<file path="config.mk">
export PLATFORM = sky130hd
export DESIGN_NAME = uart_mem_cmd_ctrl
export DESIGN_NICKNAME = d
export VERILOG_FILES = /design/src/rtl/uart_mem_pkg.sv /design/src/rtl/uart_idle_timer.sv /design/src/rtl/uart_mem_cmd_ctrl.sv
export SDC_FILE = /design/constraint.sdc
export NUM_CORES = 1
export LEC_CHECK = 0
export BUFFER_PORTS_ARGS = -buffer_cell sky130_fd_sc_hd__buf_2
export CAP_MARGIN = 20
export CORE_MARGIN = 5
export CORE_UTILIZATION = 35
export CTS_BUF_LIST = sky130_fd_sc_hd__clkbuf_2 sky130_fd_sc_hd__clkbuf_4 sky130_fd_sc_hd__clkbuf_8
export DETAILED_ROUTE_END_ITERATION = 10
export SLEW_MARGIN = 20
export SYNTH_ARGS = -nofsm -noshare
export SYNTH_HDL_FRONTEND = slang
export SYNTH_SLANG_ARGS = --single-unit
</file>
<file path="constraint.sdc">
create_clock -name clk -period 1.9 [get_ports clk]
set_clock_uncertainty 0.2 [all_clocks]
set_input_delay 0.19 -clock clk [delete_from_list [all_inputs] [get_ports clk]]
set_output_delay 0.19 -clock clk [all_outputs]
set_load 0.005 [all_outputs]
</file>
<file path="src/rtl/uart_mem_pkg.sv">
// Shared types and constants for the UART memory command sequencer.
//   state_t : command FSM state encoding
//   CMD_*   : host command opcodes, RSP_* : one-byte response codes
//   is_cmd  : true for a recognised command opcode
package uart_mem_pkg;

   typedef enum logic [2:0] {
      ST_IDLE,
      ST_GET_ADDR,
      ST_GET_DATA,
      ST_MEM_WR,
      ST_MEM_RD,
      ST_WAIT_RD,
      ST_SEND
   } state_t;

   localparam logic [7:0] CMD_WR  = 8'h57;
   localparam logic [7:0] CMD_RD  = 8'h52;
   localparam logic [7:0] RSP_ACK = 8'h4B;
   localparam logic [7:0] RSP_ERR = 8'h3F;

   function automatic logic is_cmd(input logic [7:0] b);
      return (b == CMD_WR) || (b == CMD_RD);
   endfunction

endpackage

</file>
<file path="src/rtl/uart_idle_timer.sv">
// Inter-byte timeout counter on the baud-tick timebase.
//   clk, rst : clock, async active-high reset
//   clr      : hold the count at zero (outside the byte-wait states, or on a new byte)
//   en       : advance one count (baud_tick while waiting for a byte)
//   expire   : pulse on the tick that brings the count to TIMEOUT_BAUD
module uart_idle_timer #(
   parameter int unsigned TIMEOUT_BAUD = 160
) (
   input  logic clk,
   input  logic rst,
   input  logic clr,
   input  logic en,
   output logic expire
);
   localparam int unsigned W = $clog2(TIMEOUT_BAUD + 1);
   localparam logic [W-1:0] LAST = W'(TIMEOUT_BAUD - 1);

   logic [W-1:0] count;

   // clr masks expiry so a byte arriving on the expiring tick wins.
   assign expire = en && !clr && (count == LAST);

   always_ff @(posedge clk or posedge rst) begin
      if (rst) begin
         count <= '0;
      end else if (clr) begin
         count <= '0;
      end else if (en && !expire) begin
         count <= count + W'(1);
      end
   end

endmodule

</file>
<file path="src/rtl/uart_mem_cmd_ctrl.sv">
// Host command sequencer between the UART RX/TX bytes and the memory port.
//   clk, rst            : clock, async active-high reset
//   baud_tick           : bit-period pulse, timeout timebase
//   rx_byte/valid/err   : received byte stream and framing error pulse
//   tx_byte/valid/ready : one-byte response, held until accepted
//   mem_*               : address/data, one-cycle write/read strobes, read return
//   busy, cmd_done      : not-idle flag, pulse after the response handshake
//   err_count           : saturating count of protocol/framing/timeout errors
//
// state       | meaning
// ------------+-------------------------------------------------
// ST_IDLE     | waiting for an opcode byte
// ST_GET_ADDR | waiting for the address byte (timed)
// ST_GET_DATA | waiting for the write data byte (timed)
// ST_MEM_WR   | mem_we asserted this cycle, queue 'K'
// ST_MEM_RD   | mem_re asserted this cycle
// ST_WAIT_RD  | waiting for mem_rvalid, no timeout
// ST_SEND     | tx_valid held until tx_ready
module uart_mem_cmd_ctrl
   import uart_mem_pkg::*;
#(
   parameter int unsigned ADDR_W       = 8,
   parameter int unsigned TIMEOUT_BAUD = 160
) (
   input  logic              clk,
   input  logic              rst,
   input  logic              baud_tick,
   input  logic [7:0]        rx_byte,
   input  logic              rx_valid,
   input  logic              rx_err,
   output logic [7:0]        tx_byte,
   output logic              tx_valid,
   input  logic              tx_ready,
   output logic [ADDR_W-1:0] mem_addr,
   output logic [7:0]        mem_wdata,
   output logic              mem_we,
   output logic              mem_re,
   input  logic [7:0]        mem_rdata,
   input  logic              mem_rvalid,
   output logic              busy,
   output logic              cmd_done,
   output logic [7:0]        err_count
);
   state_t state;
   logic   op_wr;
   logic   in_get;
   logic   expire;
   logic   err_evt;

   assign in_get = (state == ST_GET_ADDR) || (state == ST_GET_DATA);

   uart_idle_timer #(.TIMEOUT_BAUD(TIMEOUT_BAUD)) u_timer (
      .clk    (clk),
      .rst    (rst),
      .clr    (!in_get || rx_valid),
      .en     (in_get && baud_tick),
      .expire (expire)
   );

   // One flag per cycle so coincident error sources count once.
   always_comb begin
      err_evt = 1'b0;
      case (state)
         ST_IDLE:                  err_evt = rx_err || (rx_valid && !is_cmd(rx_byte));
         ST_GET_ADDR, ST_GET_DATA: err_evt = rx_err || expire;
         default:                  err_evt = rx_valid;
      endcase
   end

   always_ff @(posedge clk or posedge rst) begin
      if (rst) begin
         state     <= ST_IDLE;
         op_wr     <= 1'b0;
         tx_byte   <= 8'h00;
         tx_valid  <= 1'b0;
         mem_addr  <= '0;
         mem_wdata <= 8'h00;
         mem_we    <= 1'b0;
         mem_re    <= 1'b0;
         busy      <= 1'b0;
         cmd_done  <= 1'b0;
         err_count <= 8'h00;
      end else begin
         mem_we   <= 1'b0;
         mem_re   <= 1'b0;
         cmd_done <= 1'b0;
         if (err_evt && (err_count != 8'hFF)) begin
            err_count <= err_count + 8'd1;
         end
         case (state)
            ST_IDLE: begin
               // A framing error on the opcode frame discards the byte.
               if (rx_valid && !rx_err) begin
                  busy <= 1'b1;
                  if (is_cmd(rx_byte)) begin
                     op_wr <= (rx_byte == CMD_WR);
                     state <= ST_GET_ADDR;
                  end else begin
                     tx_byte  <= RSP_ERR;
                     tx_valid <= 1'b1;
                     state    <= ST_SEND;
                  end
               end
            end
            ST_GET_ADDR: begin
               if (rx_err || (expire && !rx_valid)) begin
                  busy  <= 1'b0;
                  state <= ST_IDLE;
               end else if (rx_valid) begin
                  mem_addr <= ADDR_W'(rx_byte);
                  if (op_wr) begin
                     state <= ST_GET_DATA;
                  end else begin
                     mem_re <= 1'b1;
                     state  <= ST_MEM_RD;
                  end
               end
            end
            ST_GET_DATA: begin
               if (rx_err || (expire && !rx_valid)) begin
                  busy  <= 1'b0;
                  state <= ST_IDLE;
               end else if (rx_valid) begin
                  mem_wdata <= rx_byte;
                  mem_we    <= 1'b1;
                  state     <= ST_MEM_WR;
               end
            end
            ST_MEM_WR: begin
               tx_byte  <= RSP_ACK;
               tx_valid <= 1'b1;
               state    <= ST_SEND;
            end
            ST_MEM_RD: begin
               state <= ST_WAIT_RD;
            end
            ST_WAIT_RD: begin
               if (mem_rvalid) begin
                  tx_byte  <= mem_rdata;
                  tx_valid <= 1'b1;
                  state    <= ST_SEND;
               end
            end
            ST_SEND: begin
               // cmd_done is registered, so it appears with busy falling.
               if (tx_ready) begin
                  tx_valid <= 1'b0;
                  cmd_done <= 1'b1;
                  busy     <= 1'b0;
                  state    <= ST_IDLE;
               end
            end
            default: begin
               busy  <= 1'b0;
               state <= ST_IDLE;
            end
         endcase
      end
   end

endmodule

</file>
==> out/results.ini <==
[status]
outcome=finished, violations left
failed_checks=negative setup slack

[yosys]
synth_xor_area_frac=0.04459
postSynthCellCount=239
synth_top_family_by_area=simple AND/OR/NAND/NOR gates
synth.top_cell.area_share=0.5202
yosysMostFrequentCell=dfrtp_1
yosys-top-cells-count=49 x dfrtp_1, 40 x nand2_1, 25 x nor2_1
synth_top_cell_by_area=dfrtp_1
synth-edff-count=0
synth_flop_cell=dfrtp_1
synth_compound_area_frac=0.1189
synthesis.nets=264
synthMuxAreaShare=0.06369
ys_seq_elements=49
yosys.area_share.simple=0.2208
synth_seq_area_share=0.5202
synth_area_mm2=0.002357
synth.distinct_cells=42
synth_adder_area_share=0.01062
synth_area_leaders=dfrtp_1 52%, nand2_1 6.4%, mux2_2 5.7%
async_reset_ff_frac=1.000
yosys_warnings=0
syn_avg_cell_area_um2=9.863

[detailed_routing]
routed_wl_mm=5.756
drc_errors=0
wl_per_cell_um=13.29
first_pass_iters=4
via_per_inst=4.917
antenna_left=0
drtIter0Drc=54
vias=2129

[sta]
post-route-period-util=1.098
rsz0062_at_grt=yes
slew_headroom=0.7036
setup_tns_ns=-1.571
setup_slack_ns=-0.1855
finalHoldViolCount=0
tightest_slew_ns=0.4440
min_period_ns=2.086
setup_viol=17
max_freq_mhz=479.5
finalMaxSlewViolations=0

[grt]
grt_busiest_layer=met2
grt_remaining_overflow=0
grt_pass1_wl_mm=9.970
grt_usage=0.1433
grt_use_met2=0.2384
grt_max_degree=31
grt_pass1_vias=2202
antenna_found_initial=0
met3_usage=0.03610
grt_use_met1=0.1858

[setup_path]
cp-start-kind=register
setup.worst_path.end_class=register
r2r_setup_slack_ns=-0.19
rr_worst_depth=6
cpPeakStageDelay_ns=0.55
worstPathBufferInverterCount=0
worstSetupPathType=register to register
path_delay_family=simple AND/OR/NAND/NOR gates
worstPathMaxFanout=3
path_cells=or4b_4 -> nor4_4 -> a21o_1 -> or2_4 -> nand4_1 -> mux2_4
arrival_ns=2.08
timing.rr.end=err_count[6]
slowest_stage=or4b_4
critical_path_required_ns=1.90
r2r_start=u_timer.count[5]

[power_and_ir_drop]
power.internal_uw=2693
power_frac_seq=0.386
p_comb_frac=0.468
p_leak_uw=0.001656
p_switching_uw=1572
cellPowerDensity_mw_per_mm2=1249
p_clk_frac=0.146
p_sw_frac=0.3686
vdd_drop_max_mv=0.5866

[worst_hold_path]
hp-class=input port to register
min_path_cells=4
hp-start=rx_byte[2]
min_to=mem_wdata[2]

[final_layout]
fill_cells=638
diodes=0
layout.cells.non_filler=433
nets=377
area_delta_synth_final_pct=44.85
final_area_mm2=0.003415
drive_gt1_frac=0.4363

[die]
start_util=0.3528
core_area_mm2=0.006681
dieHeight_um=92.07
dieArea_mm2=0.008476
fp-row-count=30
ios=60
die_w_um=92.07

[place]
placed_area_mm2=0.002998
gp_congestion=0.8368
port_buffers=59
place_inst=404
dp_hpwl_mm=4.096

[clock_network]
htree_levels=2
insertion_delay_ns=0.30
tritoncts_num_sinks=49
cts_root_buffer=clkbuf_8
cts.clk_slew.worst_paths_ns=0.10
clock_path_buffers=2
cts_tree=done
cts_buffers=5

[job]
drv_cap=0

==> final cells by class <==
class                   count  area (µm²)  area share
well taps                  80       100.1     0.02931
multi-input cells         178        1217      0.3565
repair buffers            114       760.7      0.2228
inverters                   4       15.01    0.004397
clock inverters             3       22.52    0.006596
flip-flops and latches     49        1230      0.3602
clock buffers               5       68.82     0.02015
==> repair_timing <==
action / in CTS / in global routing
setup endpoints to repair: 26 / 37
hold endpoints to repair: 33 / 1
resized for setup: 13 / 23
buffers inserted: 3 / 5
pin swaps: 17 / 13
hold buffers: 12 / 1
==> metrics by stage <==
| stage | power [µW] | util | setup slack (ns) | hold slack [ns] |
|---|---|---|---|---|
| CTS | 4153 | 0.4901 | -0.2020 | 0.001049 |
| detailed placement | 3436 | 0.4487 | -0.1853 | 0.02431 |
| global placement | 3412 | 0.4487 | -0.1579 | 0.02597 |
| floorplan | 2679 | - | -0.1956 | 0.09544 |
| finish | 4266 | 0.5110 | -0.1855 | 0.01574 |
| global route | 4625 | 0.5110 | -0.2913 | 0.01843 |
==> worst register-to-register path, stage by stage (launching register included) <==
cell and delay (ns):
dfrtp_1 0.39, or4b_4 0.55, nor4_4 0.18, a21o_1 0.13, or2_4 0.11, nand4_1 0.10
mux2_4 0.31
==> routing by layer <==
metal,up-vias,share of wire
li1,1057,-
met1,1030,0.45
met2,38,0.50
met3,4,0.044
met4,0,0.0076
met5,-,0
==> flip-flops by register name, indices dropped and copies added, names as in the netlist <==
signal         count
err_count          8
tx_valid           1
op_wr              1
state              3
mem_addr           8
cmd_done           1
mem_wdata          8
tx_byte            8
mem_we             1
u_timer.count      8
busy               1
mem_re             1
==> layout by cell type (no fill, tap or decap), types with 9 or more instances in the layout <==
master,instances
buf_2,59
dfrtp_1,46
nand2_1,39
buf_4,39
nor2_1,22
dlygate4sd3_1,13
mux2_2,12
a21oi_1,11
o21ai_0,10
xor2_1,9
==> power groups by stage <==
stage / clock, µW / sequential, µW / combinational [µW]
2_1_floorplan: 0 / 1640 / 1040
3_3_place_gp: 0 / 1650 / 1760
3_5_place_dp: 0 / 1650 / 1780
4_1_cts: 646 / 1640 / 1860
5_1_grt: 691 / 1700 / 2230
6_report: 624 / 1650 / 2000
==> worst max path at each step <==
stage | startpoint | end | slack [ns] | cells after the start
2_1_floorplan | u_timer.count[5] | err_count[6] | -0.20 | 6
3_3_place_gp | u_timer.count[5] | err_count[6] | -0.16 | 6
3_5_place_dp | u_timer.count[5] | err_count[6] | -0.19 | 6
4_1_cts | u_timer.count[5] | err_count[6] | -0.20 | 6
5_1_grt | u_timer.count[5] | err_count[6] | -0.29 | 6
6_report | u_timer.count[5] | err_count[6] | -0.19 | 6
==> cell families (layout without fill, tap and decap cells) <==
group | Yosys count | after routing
AOI/OAI and AO/OA | 45 | 45
xor gates and xnor gates | 12 | 12
adders and majority gates | 2 | 2
buffers and inverters | 12 | 126
DFF | 49 | 49
muxes | 13 | 13
and+or+nand+nor | 106 | 106
(Power assumes the default switching activity.)
